--- src/rtl/mem_arbiter_if.sv ---
// rtl/mem_arbiter_if.sv - core-side and memory-side bus bundle for mem_arbiter
interface mem_arbiter_if #(
   parameter int AW = 32,
   parameter int DW = 32
);
   logic          i_req;
   logic [AW-1:0] i_addr;
   logic          i_ready;
   logic [DW-1:0] i_rdata;
   logic          i_stall;
   logic          d_req;
   logic          d_we;
   logic [AW-1:0] d_addr;
   logic [DW-1:0] d_wdata;
   logic          d_ready;
   logic [DW-1:0] d_rdata;
   logic          d_stall;
   logic          mem_req;
   logic          mem_we;
   logic [AW-1:0] mem_addr;
   logic [DW-1:0] mem_wdata;
   logic [DW-1:0] mem_rdata;
   logic          mem_ready;

   modport slave (
      input  i_req, i_addr, d_req, d_we, d_addr, d_wdata, mem_rdata, mem_ready,
      output i_ready, i_rdata, i_stall, d_ready, d_rdata, d_stall,
             mem_req, mem_we, mem_addr, mem_wdata
   );

   modport master (
      output i_req, i_addr, d_req, d_we, d_addr, d_wdata, mem_rdata, mem_ready,
      input  i_ready, i_rdata, i_stall, d_ready, d_rdata, d_stall,
             mem_req, mem_we, mem_addr, mem_wdata
   );
endinterface

--- src/rtl/mem_arbiter.sv ---
// rtl/mem_arbiter.sv - fetch/data arbiter for one shared single-port memory
// Data wins ties; the just-served port is masked on completion so both ports alternate.
module mem_arbiter #(
   parameter int AW = 32,
   parameter int DW = 32,
   parameter int CW = 32
) (
   input  logic          clk,
   input  logic          reset,
   mem_arbiter_if.slave  bus,
   output logic [CW-1:0] wait_i,
   output logic [CW-1:0] wait_d
);
   localparam logic [1:0] S_IDLE   = 2'd0;
   localparam logic [1:0] S_BUSY_I = 2'd1;
   localparam logic [1:0] S_BUSY_D = 2'd2;

   logic [1:0]    r_state;
   logic          r_mem_req;
   logic          r_mem_we;
   logic [AW-1:0] r_mem_addr;
   logic [DW-1:0] r_mem_wdata;
   logic [CW-1:0] r_wait_i;
   logic [CW-1:0] r_wait_d;

   logic w_done;
   logic w_i_ready;
   logic w_d_ready;
   logic w_free;
   logic w_grant_d;
   logic w_grant_i;
   logic w_i_stall;
   logic w_d_stall;

   assign w_done    = (r_state != S_IDLE) && bus.mem_ready;
   assign w_i_ready = w_done && (r_state == S_BUSY_I);
   assign w_d_ready = w_done && (r_state == S_BUSY_D);
   assign w_free    = (r_state == S_IDLE) || w_done;

   // A completing port still holds req this cycle, so it is excluded from re-arbitration.
   assign w_grant_d = w_free && bus.d_req && (r_state != S_BUSY_D);
   assign w_grant_i = w_free && bus.i_req && !w_grant_d && (r_state != S_BUSY_I);

   assign w_i_stall = bus.i_req && !w_i_ready;
   assign w_d_stall = bus.d_req && !w_d_ready;

   always_ff @(posedge clk or posedge reset) begin
      if (reset) begin
         r_state     <= S_IDLE;
         r_mem_req   <= 1'b0;
         r_mem_we    <= 1'b0;
         r_mem_addr  <= '0;
         r_mem_wdata <= '0;
      end else if (w_grant_d) begin
         r_state     <= S_BUSY_D;
         r_mem_req   <= 1'b1;
         r_mem_we    <= bus.d_we;
         r_mem_addr  <= bus.d_addr;
         r_mem_wdata <= bus.d_wdata;
      end else if (w_grant_i) begin
         r_state     <= S_BUSY_I;
         r_mem_req   <= 1'b1;
         r_mem_we    <= 1'b0;
         r_mem_addr  <= bus.i_addr;
      end else if (w_done) begin
         r_state     <= S_IDLE;
         r_mem_req   <= 1'b0;
      end
   end

   always_ff @(posedge clk or posedge reset) begin
      if (reset) begin
         r_wait_i <= '0;
         r_wait_d <= '0;
      end else begin
         if (w_i_stall && (r_wait_i != {CW{1'b1}})) begin
            r_wait_i <= r_wait_i + CW'(1);
         end
         if (w_d_stall && (r_wait_d != {CW{1'b1}})) begin
            r_wait_d <= r_wait_d + CW'(1);
         end
      end
   end

   assign bus.i_ready   = w_i_ready;
   assign bus.d_ready   = w_d_ready;
   assign bus.i_rdata   = bus.mem_rdata;
   assign bus.d_rdata   = bus.mem_rdata;
   assign bus.i_stall   = w_i_stall;
   assign bus.d_stall   = w_d_stall;
   assign bus.mem_req   = r_mem_req;
   assign bus.mem_we    = r_mem_we;
   assign bus.mem_addr  = r_mem_addr;
   assign bus.mem_wdata = r_mem_wdata;
   assign wait_i        = r_wait_i;
   assign wait_d        = r_wait_d;
endmodule

--- src/flat_wrapper.sv ---
// flat-port wrapper written by rule: the top's interface ports become plain ports
module mem_arbiter_flat 
#(
   parameter int AW = 32,
   parameter int DW = 32,
   parameter int CW = 32
)
  (clk, reset, wait_i, wait_d, bus_i_req, bus_i_addr, bus_d_req, bus_d_we, bus_d_addr, bus_d_wdata, bus_mem_rdata, bus_mem_ready, bus_i_ready, bus_i_rdata, bus_i_stall, bus_d_ready, bus_d_rdata, bus_d_stall, bus_mem_req, bus_mem_we, bus_mem_addr, bus_mem_wdata);
  mem_arbiter_if #(.AW(AW), .DW(DW)) bus_i ();
  input  logic clk;
  input  logic reset;
  output logic [CW-1:0] wait_i;
  output logic [CW-1:0] wait_d;
  input wire logic [$bits(bus_i.i_req)-1:0] bus_i_req;
  input wire logic [$bits(bus_i.i_addr)-1:0] bus_i_addr;
  input wire logic [$bits(bus_i.d_req)-1:0] bus_d_req;
  input wire logic [$bits(bus_i.d_we)-1:0] bus_d_we;
  input wire logic [$bits(bus_i.d_addr)-1:0] bus_d_addr;
  input wire logic [$bits(bus_i.d_wdata)-1:0] bus_d_wdata;
  input wire logic [$bits(bus_i.mem_rdata)-1:0] bus_mem_rdata;
  input wire logic [$bits(bus_i.mem_ready)-1:0] bus_mem_ready;
  output wire logic [$bits(bus_i.i_ready)-1:0] bus_i_ready;
  output wire logic [$bits(bus_i.i_rdata)-1:0] bus_i_rdata;
  output wire logic [$bits(bus_i.i_stall)-1:0] bus_i_stall;
  output wire logic [$bits(bus_i.d_ready)-1:0] bus_d_ready;
  output wire logic [$bits(bus_i.d_rdata)-1:0] bus_d_rdata;
  output wire logic [$bits(bus_i.d_stall)-1:0] bus_d_stall;
  output wire logic [$bits(bus_i.mem_req)-1:0] bus_mem_req;
  output wire logic [$bits(bus_i.mem_we)-1:0] bus_mem_we;
  output wire logic [$bits(bus_i.mem_addr)-1:0] bus_mem_addr;
  output wire logic [$bits(bus_i.mem_wdata)-1:0] bus_mem_wdata;
  assign bus_i.i_req = bus_i_req;
  assign bus_i.i_addr = bus_i_addr;
  assign bus_i.d_req = bus_d_req;
  assign bus_i.d_we = bus_d_we;
  assign bus_i.d_addr = bus_d_addr;
  assign bus_i.d_wdata = bus_d_wdata;
  assign bus_i.mem_rdata = bus_mem_rdata;
  assign bus_i.mem_ready = bus_mem_ready;
  assign bus_i_ready = bus_i.i_ready;
  assign bus_i_rdata = bus_i.i_rdata;
  assign bus_i_stall = bus_i.i_stall;
  assign bus_d_ready = bus_i.d_ready;
  assign bus_d_rdata = bus_i.d_rdata;
  assign bus_d_stall = bus_i.d_stall;
  assign bus_mem_req = bus_i.mem_req;
  assign bus_mem_we = bus_i.mem_we;
  assign bus_mem_addr = bus_i.mem_addr;
  assign bus_mem_wdata = bus_i.mem_wdata;
  mem_arbiter #(.AW(AW), .DW(DW), .CW(CW)) u_core (.clk(clk), .reset(reset), .bus(bus_i), .wait_i(wait_i), .wait_d(wait_d));
endmodule
--- config.mk ---
export PLATFORM = sky130hd
export DESIGN_NAME = mem_arbiter_flat
export DESIGN_NICKNAME = d
export VERILOG_FILES = /design/src/rtl/mem_arbiter_if.sv /design/src/rtl/mem_arbiter.sv /design/src/flat_wrapper.sv
export SDC_FILE = /design/constraint.sdc
export NUM_CORES = 1
export LEC_CHECK = 0
export BUFFER_PORTS_ARGS = -buffer_cell sky130_fd_sc_hd__clkbuf_2
export CAP_MARGIN = 20
export CORE_MARGIN = 10
export CORE_UTILIZATION = 40
export CTS_BUF_LIST = sky130_fd_sc_hd__clkbuf_2
export CTS_CLUSTER_SIZE = 40
export DETAILED_ROUTE_END_ITERATION = 12
export PLACE_DENSITY = 0.8
export REMOVE_ABC_BUFFERS = 1
export SLEW_MARGIN = 5
export SYNTH_ARGS = -nofsm -noshare
export SYNTH_HDL_FRONTEND = slang
export SYNTH_SLANG_ARGS = --single-unit
--- constraint.sdc ---
create_clock -name clk -period 5.9 [get_ports clk]
set_clock_uncertainty 0.05 [all_clocks]
set_input_delay 0.885 -clock clk [delete_from_list [all_inputs] [get_ports clk]]
set_output_delay 0.885 -clock clk [all_outputs]
set_load 0.01 [all_outputs]
==> results by group, run 1 <==
Floorplan
  • Initial Util: 0.4081
  • Cell row count: 46
  • Die height: 147.1 um
  • DIE WIDTH: ~150 um
  • Core area: 0.01583 mm2
  • Die area: 0.02163 mm2
  • I/O pin count: about 330

Setup path
  • RR Startpoint: u_core.wait_i[0]
  • WP data required: just under 5 ns
  • CP endpoint: bus_d_stall
  • Worst R2R Setup Slack: 3.57 ns
  • Worst r2r path cells: 6
  • CP Launch Type: flop
  • CP peak stage delay: 0.54 ns
  • Crit path cell chain: nand2_1 -> o21ai_0 -> inv_1 -> clkbuf_2
  • Critical path startpoint: u_core.r_state[1]
  • R2r endpoint: u_core.wait_i[1]
  • Critical Path Fanout Max: 10
  • Crit. End Element: primary output
  • Critical Path AT: 2.05 ns
  • Critical path class: flop to primary output
  • Crit-path slowest cell: dfrtp_1

Final layout
  • Share of cells above drive strength 1: 0.3567
  • Final core utilization: 0.4794
  • Area Growth Syn to Fin: 17.49%
  • Final instance area: 0.007589 mm2
  • Final #Nets: between 900 and 1000
  • Post-Layout Cell Count: 1030

Logic synthesis
  • Netlist cell types: 57
  • Post-synthesis sequential area ratio: 0.5114
  • Post-synth EDFFs: 0
  • Post-Synthesis Cells: ~630
  • Post-synth design cell area: about 0.0065 mm2
  • Synth Flop Type: dfrtp_1
  • Avg Cell Area, Syn: 10.20 um2
  • Post-synth ARST share: 1.000
  • Yosys warns: 0
  • FF+latch count, synth: 132

Clock network
  • CTS tree: yes
  • Root Driver: clkbuf_2
  • CTS H-tree lvls: 4
  • Post-CTS Setup Inserts: 0
  • CTS Buf Count: 17
  • CTS-repair resized insts: 0
  • CTS sink cnt: 132
  • Clock latency on the worst-skew pair: between 0.6 and 0.7 ns
  • Clock slew at reported path FFs: around 0.20 ns
  • Cts hold-fix bufs: 0
  • Max Root-Sink Buffers: 2

Timing
  • Final hold viol count: 0
  • Minimum clock period: 2.986 ns
  • Fmax: 334.9 MHz
  • # setup viols final: 0
  • Worst setup margin: between 2 and 3 ns
  • RSZ-0062 raised after global routing: false
  • Worst-Margin Slew: 0.8559 ns
  • Final Hold Slack: 0.2491 ns
  • Final TNS setup: 0 ns
  • Rel. slew slack: 0.4294
  • Post-route clock period utilization: 0.5060
  • Slew Viols, Final: 0

Drt
  • Wire length per cell: 20.14 um
  • Remaining antenna violation count: 0
  • Initial DRC Count: 343
  • Total Wirelength: slightly above 20 mm
  • Pre-Repair DR Iteration Count: 9
  • Via count: around 5300
  • DRC Markers: 0
  • Vias/cell: between 5 and 6

Place
  • Placed Instances: 997
  • Setup Slack @ Placement: 3.122 ns
  • HPWL after DPL: 16.04 mm
  • PortBufs: 235
  • Placer Congestion: 0.7867
  • Placed cell area: 0.007338 mm2

GRT
  • Vias in the first global route: around 5500
  • First-pass GRT wire length: roughly 32 mm
  • Largest net degree at the start of global routing: around 70
  • Gr usage total: 0.1883
  • Remaining global-route overflow: 0
  • Initial antenna violation count: 1

Pwr
  • Pwr/cell area: 395.9 mW/mm2
  • Total power: 3.004 mW
  • Worst vdd ir: 223.0 uV
  • Static Leakage: 4.118 nW

Job
  • Max-cap viol count: 0

Min path
  • Class of the worst hold path: input port to async pin

Run status
  • Status: complete, no violations
[registers in the layout (all words and copies together), names as in the netlist]
| register | cells |
|---|---|
| u_core.r_state | 2 |
| u_core.wait_d | 32 |
| u_core.bus.mem_we | 1 |
| u_core.bus.mem_req | 1 |
| u_core.bus.mem_addr | 32 |
| u_core.wait_i | 32 |
| u_core.bus.mem_wdata | 32 |
[logic make-up (layout without fill, tap and decap cells)]
logic type | count (synthesis) | after routing | share of synthesized area
compound gates | 53 | 53 | 0.07497
xor+xnor | 58 | 58 | 0.07865
flops | 132 | 132 | 0.5114
mux | 4 | 4 | 0.008136
fa+ha+maj | 2 | 2 | 0.003874
simple gates | 251 | 251 | 0.2024
other cells | 0 | 1 | 0
buf+inv | 133 | 313 | 0.1205
[cell type report]
cell class | instances | area (um2)
clock buffers | 17 | 85.08
fillers | 1510 | 8239
flip-flops and latches | 132 | 3303
clock inverters | 14 | 135.1
diodes | 1 | 2.502
inverters | 42 | 160.2
multi-input cells | 368 | 2379
repair buffers | 240 | 1254
well taps | 216 | 270.3
[cells in the mapped netlist, types with 2 or more instances]
| library cell | number | area share |
|---|---|---|
| buf_4 | 67 | 0.078 |
| inv_1 | 42 | 0.024 |
| buf_6 | 3 | 0.0052 |
| nor4_4 | 2 | 0.0066 |
| nor4b_1 | 4 | 0.0054 |
| a21oi_1 | 3 | 0.0023 |
| xor2_1 | 31 | 0.042 |
| ha_1 | 2 | 0.0039 |
| nor2b_1 | 2 | 0.0019 |
| and3b_1 | 2 | 0.0027 |
| o21ai_0 | 3 | 0.0023 |
| nor3_1 | 11 | 0.0085 |
| and4_1 | 5 | 0.0068 |
| nand2b_1 | 2 | 0.0019 |
| clkbuf_1 | 14 | 0.0081 |
| buf_2 | 4 | 0.0031 |
| nor4_1 | 8 | 0.0077 |
| nand4_2 | 3 | 0.0058 |
| nor3b_1 | 2 | 0.0023 |
| and3_1 | 12 | 0.012 |
| nand2_1 | 127 | 0.074 |
| nor2_1 | 18 | 0.010 |
| buf_1 | 3 | 0.0017 |
| and2_1 | 2 | 0.0019 |
| nand3b_1 | 5 | 0.0058 |
| a211oi_1 | 2 | 0.0023 |
| nand3_1 | 21 | 0.016 |
| dfrtp_1 | 132 | 0.51 |
| mux2_4 | 2 | 0.0046 |
| nand4_1 | 13 | 0.013 |
| nor2_2 | 2 | 0.0019 |
| xnor2_1 | 27 | 0.037 |
| a222oi_1 | 32 | 0.050 |
| mux2_2 | 2 | 0.0035 |
[cell usage in the layout (no fill, tap or decap), types with 3 or more instances in the layout]
master | synthesis | routed
and4_1 | 5 | 5
nor2_1 | 18 | 18
xnor2_1 | 27 | 27
nor4_1 | 8 | 8
dfrtp_1 | 132 | 132
nor3_1 | 11 | 11
clkinv_1 | 0 | 5
a222oi_1 | 32 | 32
a21oi_1 | 3 | 3
inv_1 | 42 | 41
nand3b_1 | 5 | 5
clkinvlp_4 | 0 | 4
buf_4 | 67 | 3
nand3_1 | 21 | 21
clkbuf_2 | 0 | 252
inv_6 | 0 | 3
and3_1 | 12 | 12
xor2_1 | 31 | 31
o21ai_0 | 3 | 3
nand4_1 | 13 | 13
nand2_1 | 127 | 127
nor4b_1 | 4 | 4
nand4_2 | 3 | 3
[power by group]
part,internal [mW],switching (mW),total (mW)
clock network,0.188,0.357,0.545
logic,0.448,0.615,1.06
registers,1.18,0.215,1.40
[worst min-delay path by stage]
| stage | slack [ns] | cells past startpoint | end |
|---|---|---|---|
| floorplan | 0.46 | 2 | u_core.bus.mem_req |
| global placement | 0.41 | 2 | u_core.bus.mem_wdata[13] |
| detailed placement | 0.41 | 2 | u_core.bus.mem_wdata[2] |
| CTS | 0.22 | 2 | u_core.wait_d[26] |
| global route | 0.20 | 3 | u_core.bus.mem_wdata[12] |
| finish | 0.25 | 2 | u_core.bus.mem_wdata[29] |
[metal layers]
layer  track usage  vias to the layer above  routed length [um]
met3        0.1143                       25                2656
met5       0.03791                        -                  96
li1              -                     2448                   -
met2        0.2649                      275                8983
met1        0.2345                     2521                8765
met4       0.05005                        3                 242
[worst max-delay path, delay by kind of cell (launching register included)]
kind	cells	cell delay [ns]
flops	1	0.54
compound gates	1	0.48
buf+inv	2	0.24
simple gates	1	0.10
Power figures use the tool's default switching activity.
==> run 2, diff against run 1 <==
Clock period 5.9 ns to 3.1 ns, I/O delays scaled along.
==> results by group, run 2 (synthesis results as in run 1) <==
Timing
  • Final hold viol count: 0 (unchanged)
  • Worst setup margin: 0.5402 ns (-2.374 ns)
  • Final TNS setup: 0 ns (unchanged)
  • Rel. slew slack: 0.5720 (+0.1426)
  • Worst-Margin Slew: 0.6382 ns (-0.2177 ns)
  • Final Hold Slack: 0.09310 ns (-0.1560 ns)
  • Slew Viols, Final: 0 (unchanged)
  • Post-route clock period utilization: 0.8257
  • Minimum clock period: 2.560 ns
  • Fmax: 390.7 MHz
  • RSZ-0062 raised after global routing: false
  • # setup viols final: 0 (unchanged)

Clock network
  • CTS-repair resized insts: 0 (unchanged)
  • Clock slew at reported path FFs: 0.18 ns (-0.02 ns)
  • Clock latency on the worst-skew pair: 0.67 ns (-0.02 ns)
  • CTS sink cnt: 132 (unchanged)
  • Root Driver: clkbuf_2
  • Post-CTS Setup Inserts: 0 (unchanged)
  • Max Root-Sink Buffers: 2 (unchanged)
  • CTS Buf Count: 17 (unchanged)
  • CTS tree: yes
  • CTS H-tree lvls: 4 (unchanged)
  • Cts hold-fix bufs: 98 (+98)

Setup path
  • CP peak stage delay: 0.55 ns (about the same)
  • Crit. End Element: primary output
  • Critical path class: flop to primary output
  • CP Launch Type: flop
  • Critical Path AT: 2.04 ns (about the same)
  • Worst R2R Setup Slack: 0.60 ns (-2.97 ns)
  • Critical path startpoint: u_core.r_state[1]
  • Worst r2r path cells: 7 (+1)
  • RR Startpoint: u_core.r_state[1]
  • Crit path cell chain: nand2_1 -> o21ai_0 -> inv_1 -> clkbuf_2
  • R2r endpoint: u_core.bus.mem_addr[4]
  • Critical Path Fanout Max: 10 (unchanged)
  • WP data required: 2.58 ns (-2.39 ns)
  • Crit-path slowest cell: dfrtp_1

GRT
  • Remaining global-route overflow: 0 (unchanged)
  • Initial antenna violation count: 3 (+2)
  • Vias in the first global route: 6223 (+14%)
  • Largest net degree at the start of global routing: 66 (-2.9%)
  • Gr usage total: 0.2091 (+0.02078)
  • First-pass GRT wire length: 35.71 mm (+12%)

Final layout
  • Most frequent cells in the layout: clkbuf_2 (256), dfrtp_1 (132), nand2_1 (127), dlygate4sd3_1 (98), inv_1 (41)
  • Most common cell after layout, fill and taps aside: clkbuf_2
  • Final #Nets: 1037 (+11%)
  • Area Growth Syn to Fin: 32.68%
  • Share of cells above drive strength 1: 0.3228 (-0.03395)

Pwr
  • Static Leakage: 4.528 nW (+10%)
  • Worst vdd ir: 486.0 uV (+120%)
  • Part of the power in registers: 0.434 (-0.031)
  • Psw: 2.372 mW (+100%)
  • Cell internal pwr: 3.775 mW (+110%)
  • Clk pwr share: 0.164 (-0.017)
  • Pwr/cell area: 717.3 mW/mm2 (+81%)
  • Logic gate share of total power: 0.402 (+0.048)
  • Switching power share of the total: 0.3858 (-0.009357)

Min path
  • Min-Delay Startpoint: bus_mem_ready
  • Class of the worst hold path: input port to flop
  • Worst Hold End: u_core.r_state[0]
  • Hold path depth: 3

Floorplan
  • I/O pin count: 332 (unchanged)
  • Cell row count: 46 (unchanged)
  • Die height: 147.1 um (unchanged)
  • DIE WIDTH: 147.1 um (unchanged)
  • Die area: 0.02163 mm2 (unchanged)
  • Core area: 0.01583 mm2 (unchanged)
  • Initial Util: 0.4081 (unchanged)

Drt
  • DRC Markers: 0 (unchanged)
  • Pre-Repair DR Iteration Count: 9 (unchanged)
  • Initial DRC Count: 536 (+56%)
  • Vias/cell: 5.203 (+1.7%)
  • Via count: 5895 (+12%)
  • Remaining antenna violation count: 0 (unchanged)
  • Total Wirelength: 23.00 mm (+11%)
  • Wire length per cell: 20.30 um (+0.78%)

Place
  • Placer Congestion: 0.8346 (+6.1%)
  • HPWL after DPL: 15.86 mm (-1.1%)
  • Setup Slack @ Placement: 0.8389 ns (-2.283 ns)
  • PortBufs: 235 (unchanged)

Run status
  • Status: complete, no violations

Job
  • Max-cap viol count: 0 (unchanged)
run 2: cell type report:
type                            instances  area [um2]
Clock buffer                           21       105.1
Multi-Input combinational cell        368        2379
Antenna cell                            3       7.507
Inverter                               42       160.2
Tap cell                              216       270.3
Fill cell                            1354        7258
Clock inverter                         11       110.1
Sequential cell                       132        3303
Timing Repair Buffer                  340        2235
run 2: through the flow:
| step | util | std cells | cell area, um2 | power [mW] |
|---|---|---|---|---|
| after CTS | 0.5409 | 1130 | 8562 | 6.124 |
| after global routing | 0.5413 | 1132 | 8567 | 6.560 |
| after floorplan | - | 542 | 5838 | 3.700 |
| after global placement | 0.4654 | 1000 | 7366 | 4.668 |
| after detailed placement | 0.4654 | 1000 | 7366 | 4.731 |
| final | 0.5414 | 1133 | 8569 | 6.146 |
run 2: how the worst max path moves through the flow:
stage / end / slack [ns]
2_1_floorplan: u_core.bus.mem_addr[0] / -0.94
3_3_place_gp: u_core.wait_i[1] / 0.93
3_5_place_dp: u_core.wait_i[1] / 0.84
4_1_cts: bus_d_stall / 0.43
5_1_grt: bus_d_stall / 0.29
6_report: bus_d_stall / 0.54
run 2: critical path: cells and delay by family, from the launching register on:
family	cells	cell delay, ns
compound gates	1	0.48
buf+inv	2	0.23
flops	1	0.55
simple gates	1	0.11
run 2: layer usage:
metal / wire (um) / track usage / vias to the layer above
met2: 9972 / 0.2987 / 367
met1: 8932 / 0.2433 / 2835
met3: 3531 / 0.1437 / 40
li1: - / - / 2650
met4: 463 / 0.06392 / 3
met5: 96 / 0.03791 / -
run 2: power groups by stage:
stage | sequential (mW) | combinational (mW) | clock [mW]
floorplan | 2.88 | 0.825 | 0
global placement | 2.65 | 2.02 | 0
detailed placement | 2.66 | 2.07 | 0
CTS | 2.65 | 2.42 | 1.05
global route | 2.74 | 2.70 | 1.13
finish | 2.67 | 2.47 | 1.01
